$ cat src/rtl/lsu_pkg.sv
// Shared types for the load/store initiator: op encoding, FSM states, decode helpers.
// Optional trace output in lsu_master is enabled with LSU_TRACE_EN.
package lsu_pkg;

  typedef enum logic [2:0] {
    LW  = 3'd0,
    LH  = 3'd1,
    LHU = 3'd2,
    LB  = 3'd3,
    LBU = 3'd4,
    SW  = 3'd5,
    SH  = 3'd6,
    SB  = 3'd7
  } op_e;

  typedef enum logic [1:0] {
    IDLE  = 2'd0,
    ISSUE = 2'd1,
    RESP  = 2'd2
  } state_e;

  function automatic logic is_store(input op_e op);
    return (op == SW) || (op == SH) || (op == SB);
  endfunction

  function automatic logic is_misaligned(input op_e op, input logic [1:0] a);
    case (op)
      LW, SW:      return a != 2'b00;
      LH, LHU, SH: return a[0];
      default:     return 1'b0;
    endcase
  endfunction

endpackage

$ cat src/rtl/lsu_load_ext.sv
// Combinational load lane select and sign/zero extension of the returned memory word.
module lsu_load_ext
  import lsu_pkg::*;
(
  input  op_e         op_i,
  input  logic [1:0]  alo_i,
  input  logic [31:0] word_i,
  output logic [31:0] res_o
);

  logic [7:0]  byte_sel;
  logic [15:0] half_sel;

  assign byte_sel = word_i[8*alo_i +: 8];
  assign half_sel = alo_i[1] ? word_i[31:16] : word_i[15:0];

  always_comb begin
    res_o = word_i;
    case (op_i)
      LB:      res_o = {{24{byte_sel[7]}}, byte_sel};
      LBU:     res_o = {24'h0, byte_sel};
      LH:      res_o = {{16{half_sel[15]}}, half_sel};
      LHU:     res_o = {16'h0, half_sel};
      default: res_o = word_i;
    endcase
  end

endmodule

$ cat src/rtl/lsu_master.sv
// MEM-stage load/store initiator driving a word-aligned req/ack port; all outputs registered.
// Define LSU_TRACE_EN to print accepted stores.
module lsu_master
  import lsu_pkg::*;
#(
  parameter int TIMEOUT = 255,
  parameter int AW      = 32
) (
  input  logic          clk_i,
  input  logic          reset_i,
  input  logic          start_i,
  input  logic [2:0]    op_i,
  input  logic [AW-1:0] addr_i,
  input  logic [31:0]   wdata_i,
  input  logic [31:0]   pc_i,
  output logic          ready_o,
  output logic          done_o,
  output logic [31:0]   rdata_o,
  output logic          addr_err_o,
  output logic          bus_err_o,
  output logic          mem_req_o,
  output logic          mem_we_o,
  output logic [3:0]    mem_be_o,
  output logic [AW-1:0] mem_addr_o,
  output logic [31:0]   mem_wdata_o,
  input  logic          mem_ack_i,
  input  logic [31:0]   mem_rdata_i
);

  localparam int CW = $clog2(TIMEOUT + 1);

  state_e        state_q, state_d;
  logic [CW-1:0] cnt_q, cnt_d;
  op_e           op_q, op_d;
  logic [1:0]    alo_q, alo_d;
  logic [31:0]   pc_q, pc_d;
  logic          ready_q, ready_d, done_q, done_d;
  logic          addr_err_q, addr_err_d, bus_err_q, bus_err_d;
  logic          mem_req_q, mem_req_d, mem_we_q, mem_we_d;
  logic [3:0]    mem_be_q, mem_be_d;
  logic [AW-1:0] mem_addr_q, mem_addr_d;
  logic [31:0]   mem_wdata_q, mem_wdata_d, rdata_q, rdata_d;
  logic [31:0]   ld_res;
  op_e           op_in;

  assign op_in = op_e'(op_i);

  lsu_load_ext u_load_ext (
    .op_i   (op_q),
    .alo_i  (alo_q),
    .word_i (mem_rdata_i),
    .res_o  (ld_res)
  );

  always_comb begin
    state_d     = state_q;
    cnt_d       = cnt_q;
    op_d        = op_q;
    alo_d       = alo_q;
    pc_d        = pc_q;
    ready_d     = ready_q;
    done_d      = 1'b0;
    addr_err_d  = 1'b0;
    bus_err_d   = 1'b0;
    mem_req_d   = mem_req_q;
    mem_we_d    = mem_we_q;
    mem_be_d    = mem_be_q;
    mem_addr_d  = mem_addr_q;
    mem_wdata_d = mem_wdata_q;
    rdata_d     = rdata_q;
    case (state_q)
      IDLE: begin
        ready_d = 1'b1;
        if (start_i) begin
          op_d    = op_in;
          alo_d   = addr_i[1:0];
          pc_d    = pc_i;
          ready_d = 1'b0;
          cnt_d   = '0;
          if (is_misaligned(op_in, addr_i[1:0])) begin
            state_d    = RESP;
            done_d     = 1'b1;
            addr_err_d = 1'b1;
          end else begin
            state_d    = ISSUE;
            mem_req_d  = 1'b1;
            mem_we_d   = is_store(op_in);
            mem_addr_d = {addr_i[AW-1:2], 2'b00};
            // Sub-word stores replicate data across lanes; byte enables pick the target.
            case (op_in)
              SB: begin
                mem_be_d    = 4'b0001 << addr_i[1:0];
                mem_wdata_d = {4{wdata_i[7:0]}};
              end
              SH: begin
                mem_be_d    = addr_i[1] ? 4'b1100 : 4'b0011;
                mem_wdata_d = {2{wdata_i[15:0]}};
              end
              default: begin
                mem_be_d    = 4'b1111;
                mem_wdata_d = wdata_i;
              end
            endcase
          end
        end
      end
      ISSUE: begin
        if (mem_ack_i) begin
          state_d   = RESP;
          mem_req_d = 1'b0;
          done_d    = 1'b1;
          if (!mem_we_q) rdata_d = ld_res;
        end else if (cnt_q == CW'(TIMEOUT - 1)) begin
          state_d   = RESP;
          mem_req_d = 1'b0;
          done_d    = 1'b1;
          bus_err_d = 1'b1;
        end else begin
          cnt_d = cnt_q + 1'b1;
        end
      end
      RESP: begin
        state_d = IDLE;
        ready_d = 1'b1;
      end
      default: begin
        state_d = IDLE;
        ready_d = 1'b1;
      end
    endcase
  end

  always_ff @(posedge clk_i) begin
    if (reset_i) begin
      state_q     <= IDLE;
      cnt_q       <= '0;
      op_q        <= LW;
      alo_q       <= '0;
      pc_q        <= '0;
      ready_q     <= 1'b1;
      done_q      <= 1'b0;
      addr_err_q  <= 1'b0;
      bus_err_q   <= 1'b0;
      mem_req_q   <= 1'b0;
      mem_we_q    <= 1'b0;
      mem_be_q    <= '0;
      mem_addr_q  <= '0;
      mem_wdata_q <= '0;
      rdata_q     <= '0;
    end else begin
      state_q     <= state_d;
      cnt_q       <= cnt_d;
      op_q        <= op_d;
      alo_q       <= alo_d;
      pc_q        <= pc_d;
      ready_q     <= ready_d;
      done_q      <= done_d;
      addr_err_q  <= addr_err_d;
      bus_err_q   <= bus_err_d;
      mem_req_q   <= mem_req_d;
      mem_we_q    <= mem_we_d;
      mem_be_q    <= mem_be_d;
      mem_addr_q  <= mem_addr_d;
      mem_wdata_q <= mem_wdata_d;
      rdata_q     <= rdata_d;
    end
  end

`ifdef LSU_TRACE_EN
  logic [31:0] merged_word;
  always_comb begin
    merged_word = '0;
    for (int i = 0; i < 4; i++)
      merged_word[8*i +: 8] = mem_be_q[i] ? mem_wdata_q[8*i +: 8] : 8'h00;
  end

  always_ff @(posedge clk_i) begin
    if (!reset_i && state_q == ISSUE && mem_ack_i && mem_we_q)
      $display("%d@%h: *%h <= %h", $time, pc_q, mem_addr_q, merged_word);
  end
`else
  logic unused_pc;
  assign unused_pc = ^pc_q;
`endif

  assign ready_o     = ready_q;
  assign done_o      = done_q;
  assign rdata_o     = rdata_q;
  assign addr_err_o  = addr_err_q;
  assign bus_err_o   = bus_err_q;
  assign mem_req_o   = mem_req_q;
  assign mem_we_o    = mem_we_q;
  assign mem_be_o    = mem_be_q;
  assign mem_addr_o  = mem_addr_q;
  assign mem_wdata_o = mem_wdata_q;

endmodule

$ cat config.mk
export PLATFORM = sky130hd
export DESIGN_NAME = lsu_master
export DESIGN_NICKNAME = d
export VERILOG_FILES = /design/src/rtl/lsu_pkg.sv /design/src/rtl/lsu_load_ext.sv /design/src/rtl/lsu_master.sv
export SDC_FILE = /design/constraint.sdc
export NUM_CORES = 1
export LEC_CHECK = 0
export ABC_AREA = 1
export CORE_ASPECT_RATIO = 1.1
export CORE_MARGIN = 2
export CORE_UTILIZATION = 40
export CTS_CLUSTER_SIZE = 28
export DETAILED_ROUTE_END_ITERATION = 6
export GPL_TIMING_DRIVEN = 0
export HOLD_SLACK_MARGIN = 0.06
export PLACE_DENSITY = 0.84
export SLEW_MARGIN = 20
export SYNTH_ARGS = -nofsm -noshare
export SYNTH_HDL_FRONTEND = slang
export SYNTH_SLANG_ARGS = --single-unit
export TNS_END_PERCENT = 50
$ cat constraint.sdc
create_clock -name clk_i -period 2.8 [get_ports clk_i]
set_input_delay 0.56 -clock clk_i [delete_from_list [all_inputs] [get_ports clk_i]]
set_output_delay 0.56 -clock clk_i [all_outputs]
set_load 0.005 [all_outputs]
### Word level (Yosys, flattened, before mapping)

Index checks and enable logic that the tools add are counted.

* register bits after elaboration: 119
* output and inout port bits: 106

* add/subtract/negate cells: 1
* equal/unequal tests: 16
* shifts and indexed selects: 2
* multiplexer cells: 29
* bitwise logic cells: 4
* reduce and logical (&&, ||, !) cells: 16

Operator list (number)
* 32-bit one-hot mux with 4 select lines: 1
* 32-bit one-hot mux with 2 select lines: 1
* 32-bit by 6-bit indexed part select with 8-bit output: 1
* 8-bit two-way mux: 3
* 16-bit two-way mux: 1
* 8-bit one-hot mux with 2 select lines: 1
* 3-bit == test, second input constant: 4
* 1-bit two-way mux: 11
* 3-bit by 2-bit == test with 1-bit output, second input constant: 3
* 8-bit by 1-bit adder with 8-bit output, second input constant: 1
* 8-bit == test, second input constant: 1
* 2-bit two-way mux: 4
* 2-bit inequality test, second input constant: 4
* 1-bit one-hot mux with 2 select lines: 4
* 4-bit one-hot mux with 2 select lines: 1
* 4-bit AND reduction: 2
* 3-bit by 1-bit == test with 1-bit output, second input constant: 2
* 3-bit AND reduction: 2
* 3-bit OR reduction: 2
* 4-bit two-way mux: 1
* 1-bit NOT: 4
* 2-bit one-hot mux with 2 select lines: 1
* 2-bit AND reduction: 2
* 2-bit nonzero test: 2
* other kinds (7): 9

### Depth between registers and ports, before layout

* depth after elaboration: 8
* mapped depth: 11

### Modules after synthesis

A second synthesis with hierarchy kept.

* cell total of the unflattened synthesis: 951
* area total of the unflattened synthesis: 6488.7 um2

By module, submodules not included
* lsu_master: instances 1, cells an instance 714, area an instance 5028.6 um2, sequential area each 2382.3 um2
* lsu_load_ext: instances 1, cells an instance 237, area an instance 1460.2 um2, sequential area each 0.0 um2

### Worst setup path before layout

No wires, ideal clock.

* path kind: input to register
* start point: in mem_rdata_i[23]
* end point: reg rdata_q[22], in the netlist rdata_o[22]
* arrival: 1362 ps
* required time: 2683 ps
* slack: 1321 ps
* stages: 9
* buffers on the path: 1
* cell sequence: inv_1 > nand2_1 > o21ai_1 > nand2_1 > nand3b_4 > nand2_2 > buf_4 > nor2_1 > nor2_1

* cells in the longest elaborated chain, start to end: 2

RTL lines
* from (decl): RTL line lsu_master.sv:27 `input logic [31:0] mem_rdata_i`
* 32-bit by 6-bit indexed part select with 8-bit output: RTL line lsu_load_ext.sv:14 `assign byte_sel = word_i[8*alo_i +: 8];`
* 32-bit one-hot mux with 4 select lines: RTL line lsu_load_ext.sv:19 `case (op_i)`
* to (signal assigned): RTL line lsu_master.sv:165 `rdata_q <= rdata_d;`
* to (decl): RTL line lsu_master.sv:42 `logic [31:0] mem_wdata_q, mem_wdata_d, rdata_q, rdata_d;`

Every way passes these cells.
A chain may end at the register's enable or synchronous reset.

### Worst setup path after layout

* start point: reg mem_we_q, in the netlist mem_we_o
* end point: out mem_we_o

RTL lines
* from (decl): RTL line lsu_master.sv:39 `logic mem_req_q, mem_req_d, mem_we_q, mem_we_d;`
* from (signal assigned): RTL line lsu_master.sv:161 `mem_we_q <= mem_we_d;`
* to (decl): RTL line lsu_master.sv:22 `output logic mem_we_o,`

No word-level cell between the ends.

==> flow_summary_export.csv <==
group,metric,value,unit
worst_setup_path,cp_max_fo,3,
detailed_routing,vias,6835,
global_route,grt_start_max_net_pins,17,
detailed_routing,detail_route.wirelength,19.7,mm
job,drv_cap,0,
final_layout,drive_gt1_frac,0.0761,
worst_setup_path,critPathBufInv,1,
worst_setup_path,path_cells,"clkdlybuf4s50_1",
place,place_ws,501,ps
detailed_routing,drtAntennaViolNets,0,
detailed_routing,drt_first_pass_iters,6,
clock_network,clock_latency,420,ps
timing,drv_slew,0,
global_route,grt_pass1_vias,6438,
pwr,powerDensity,583,nW/um2
floorplanning,die_h,134,um
timing,finalCriticalPeriod,1910,ps
worst_setup_path,end_kind,"primary output",
worst_setup_path,crit_required,2240,ps
global_route,antenna_found_initial,0,
place,placed_cell_area,8460,um2
worst_hold_path,min_path_type,"in -> reg",
synthesis,synth-seq-cells,119,
timing,skew,6.17,ps
detailed_routing,drt_iter0_markers,492,
final_layout,final_cell_mix,"311 x nand2_1, 240 x nor2_1, 205 x clkdlybuf4s50_1, 130 x inv_1, 119 x dfxtp_1",
clock_network,cts_buffer_depth,2,
timing,final-hold-violation-count,0,
timing,whs,470,ps
clock_network,cts_root_buffer,"clkbuf_16",
final_layout,n_fill_cell,1425,
synthesis,synth.avg_cell_area,6.09,um2
detailed_routing,vias_per_cell,4.73,
floorplanning,ioPinCount,241,
detailed_routing,drcViolationCount,0,
floorplanning,core_area,15100,um2
final_layout,area_growth,47.3,%
worst_setup_path,critPathLaunch,"mem_we_o",
worst_setup_path,slowest_delay,530,ps
worst_setup_path,worstReg2RegStart,"state_q[1]",
synthesis,seq_area_frac_synth,0.387,
clock_network,numCtsBuffers,17,
worst_setup_path,r2r_cells,8,
timing,finalSetupViolCount,0,
clock_network,post_cts_buffers,0,
pwr,vdd.ir_drop.worst,0.423,mV
final_layout,final_nets,1373,
worst_setup_path,cp-endpoint,"mem_we_o",
place,io_buffers,205,
global_route,use_met1,0.296,
worst_setup_path,timing.rr.end,"rdata_o[3]",
timing,period_share,0.682,
clock_network,path_clk_slew,60,ps
synthesis,syn_area,6160,um2
worst_setup_path,path_delay_family,"buffers and inverters",
clock_network,cts_max_level,4,
floorplanning,dieArea,16400,um2
timing,timing.fmax,524,MHz
worst_setup_path,cp.arrival,1350,ps
timing,fin_ws,891,ps
place,gp_congestion,0.914,
clock_network,cts_tree,"yes",
final_layout,layout.cells.most_common,"nand2_1",
worst_setup_path,crit_cells,1,
timing,rsz0062_at_grt,"no",
final_layout,fin_area,9080,um2
global_route,grt-ovfl-total,0,
clock_network,cts_sinks,119,
timing,max_slew.worst_pin.slew,595,ps
synthesis,synth_warnings,0,
global_route,gr-usage-met2,0.388,
detailed_routing,routedWlPerCell,13.7,um
worst_setup_path,slowest_stage,"clkdlybuf4s50_1",
global_route,grt_util_met3,0.0736,
final_layout,diodes,0,
global_route,track_usage,0.245,
global_route,busiest_layer,"met2",
pwr,p_leak,0.00439,uW
synthesis,synthCells,1011,
pwr,power,5290,uW
clock_network,cts-resized-gates,0,
floorplanning,start_util,0.409,
synthesis,yosysUniqueCellTypes,29,
outcome,outcome,"finished, final reports clean",
worst_setup_path,critPathLaunchType,"flop",
floorplanning,die_w,122,um
worst_setup_path,r2r_slack,1120,ps
place,place_hpwl,14.9,mm
worst_setup_path,crit_type,"reg -> out",
floorplanning,rows,47,
timing,tns,0,ps
clock_network,cts_hold_buf,0,
global_route,grt_pass1_wl,31.5,mm
timing,timing.slew.headroom,0.603,
-- through the flow --
step	utilization	instances
floorplan	-	1012
global placement	0.562	1413
detailed placement	0.562	1413
CTS	0.603	1445
global route	0.603	1445
finish	0.603	1445
-- power by group --
part | leakage (uW) | switching, uW | total (uW) | internal (uW)
combinational | 0.00313 | 594 | 1150 | 553
clock | 0.000285 | 818 | 2240 | 1430
sequential | 0.000975 | 70.1 | 1900 | 1830
total | 0.00439 | 1480 | 5290 | 3810
-- worst min path at each step --
| stage | from | end | slack [ps] | cells after the start |
|---|---|---|---|---|
| finish | reset_i | bus_err_o | 470 | 2 |
| global placement | cnt_q[3] | cnt_q[3] | 480 | 2 |
| detailed placement | cnt_q[3] | cnt_q[3] | 490 | 2 |
| global route | reset_i | bus_err_o | 500 | 2 |
| CTS | reset_i | bus_err_o | 480 | 2 |
| floorplan | cnt_q[3] | cnt_q[3] | 470 | 2 |
-- worst register-to-register path: stages, from the launching register on --
cell and delay (ps):
dfxtp_1 310, inv_1 50, nand2_1 160, nor3_2 210, buf_2 300, buf_2 290, nand2_1 80, nor2_1 130
nor2_1 50
-- cells by family (layout without fill, tap and decap cells) --
| logic type | count (synthesis) | in the layout | share of synthesized area |
|---|---|---|---|
| flip-flops | 119 | 119 | 0.387 |
| AO/OA/AOI/OAI | 76 | 76 | 0.0709 |
| AND/OR/NAND/NOR | 624 | 624 | 0.408 |
| adder cells (fa/ha/maj) | 2 | 2 | 0.00406 |
| buffers and inverters | 187 | 424 | 0.127 |
| other | 1 | 2 | 0.000609 |
| XOR/XNOR | 2 | 2 | 0.00284 |
-- synthesized netlist by cell type --
cell type / number / area [um2]
nand2_1: 311 / 1170
nor2_1: 240 / 901
inv_1: 130 / 488
dfxtp_1: 119 / 2380
nand3_1: 47 / 235
o21ai_0: 33 / 165
buf_2: 23 / 115
clkbuf_1: 16 / 60.1
o211ai_1: 16 / 120
a21oi_1: 14 / 70.1
nor2_2: 11 / 68.8
buf_4: 8 / 60.1
inv_2: 7 / 26.3
o22ai_1: 7 / 43.8
nand4_1: 5 / 31.3
nand2_2: 4 / 25.0
o21ai_1: 4 / 20.0
buf_6: 3 / 33.8
ha_1: 2 / 25.0
xor2_1: 2 / 17.5
a21oi_2: 1 / 8.76
conb_1: 1 / 3.75
nand3_2: 1 / 10.0
nand3_4: 1 / 17.5
nand3b_4: 1 / 20.0
nor2_8: 1 / 20.0
nor3_2: 1 / 10.0
nor4_1: 1 / 6.26
o21ai_2: 1 / 8.76
-- area by class of cell --
class,instances,area (um2),area share
flip-flops and latches,119,2380,0.262
clock buffers,18,439,0.0484
well taps,196,245,0.0270
multi-input cells,706,3000,0.330
plain buffers,50,269,0.0296
repair buffers,205,2050,0.226
clock inverters,14,176,0.0194
inverters,137,514,0.0567
-- registers in the layout, indices dropped and copies added (netlist names) --
register,flops
addr_err_o,1
alo_q,2
bus_err_o,1
cnt_q,8
done_o,1
mem_addr_o,30
mem_be_o,4
mem_req_o,1
mem_wdata_o,32
mem_we_o,1
op_q,3
rdata_o,32
ready_o,1
state_q,2
-- per-layer routing --
metal	part of all wire	routed length (um)
met2	0.46	9050
met1	0.41	8020
met4	0.050	995
met5	0	0
met3	0.084	1660
(Power assumes the default switching activity.)
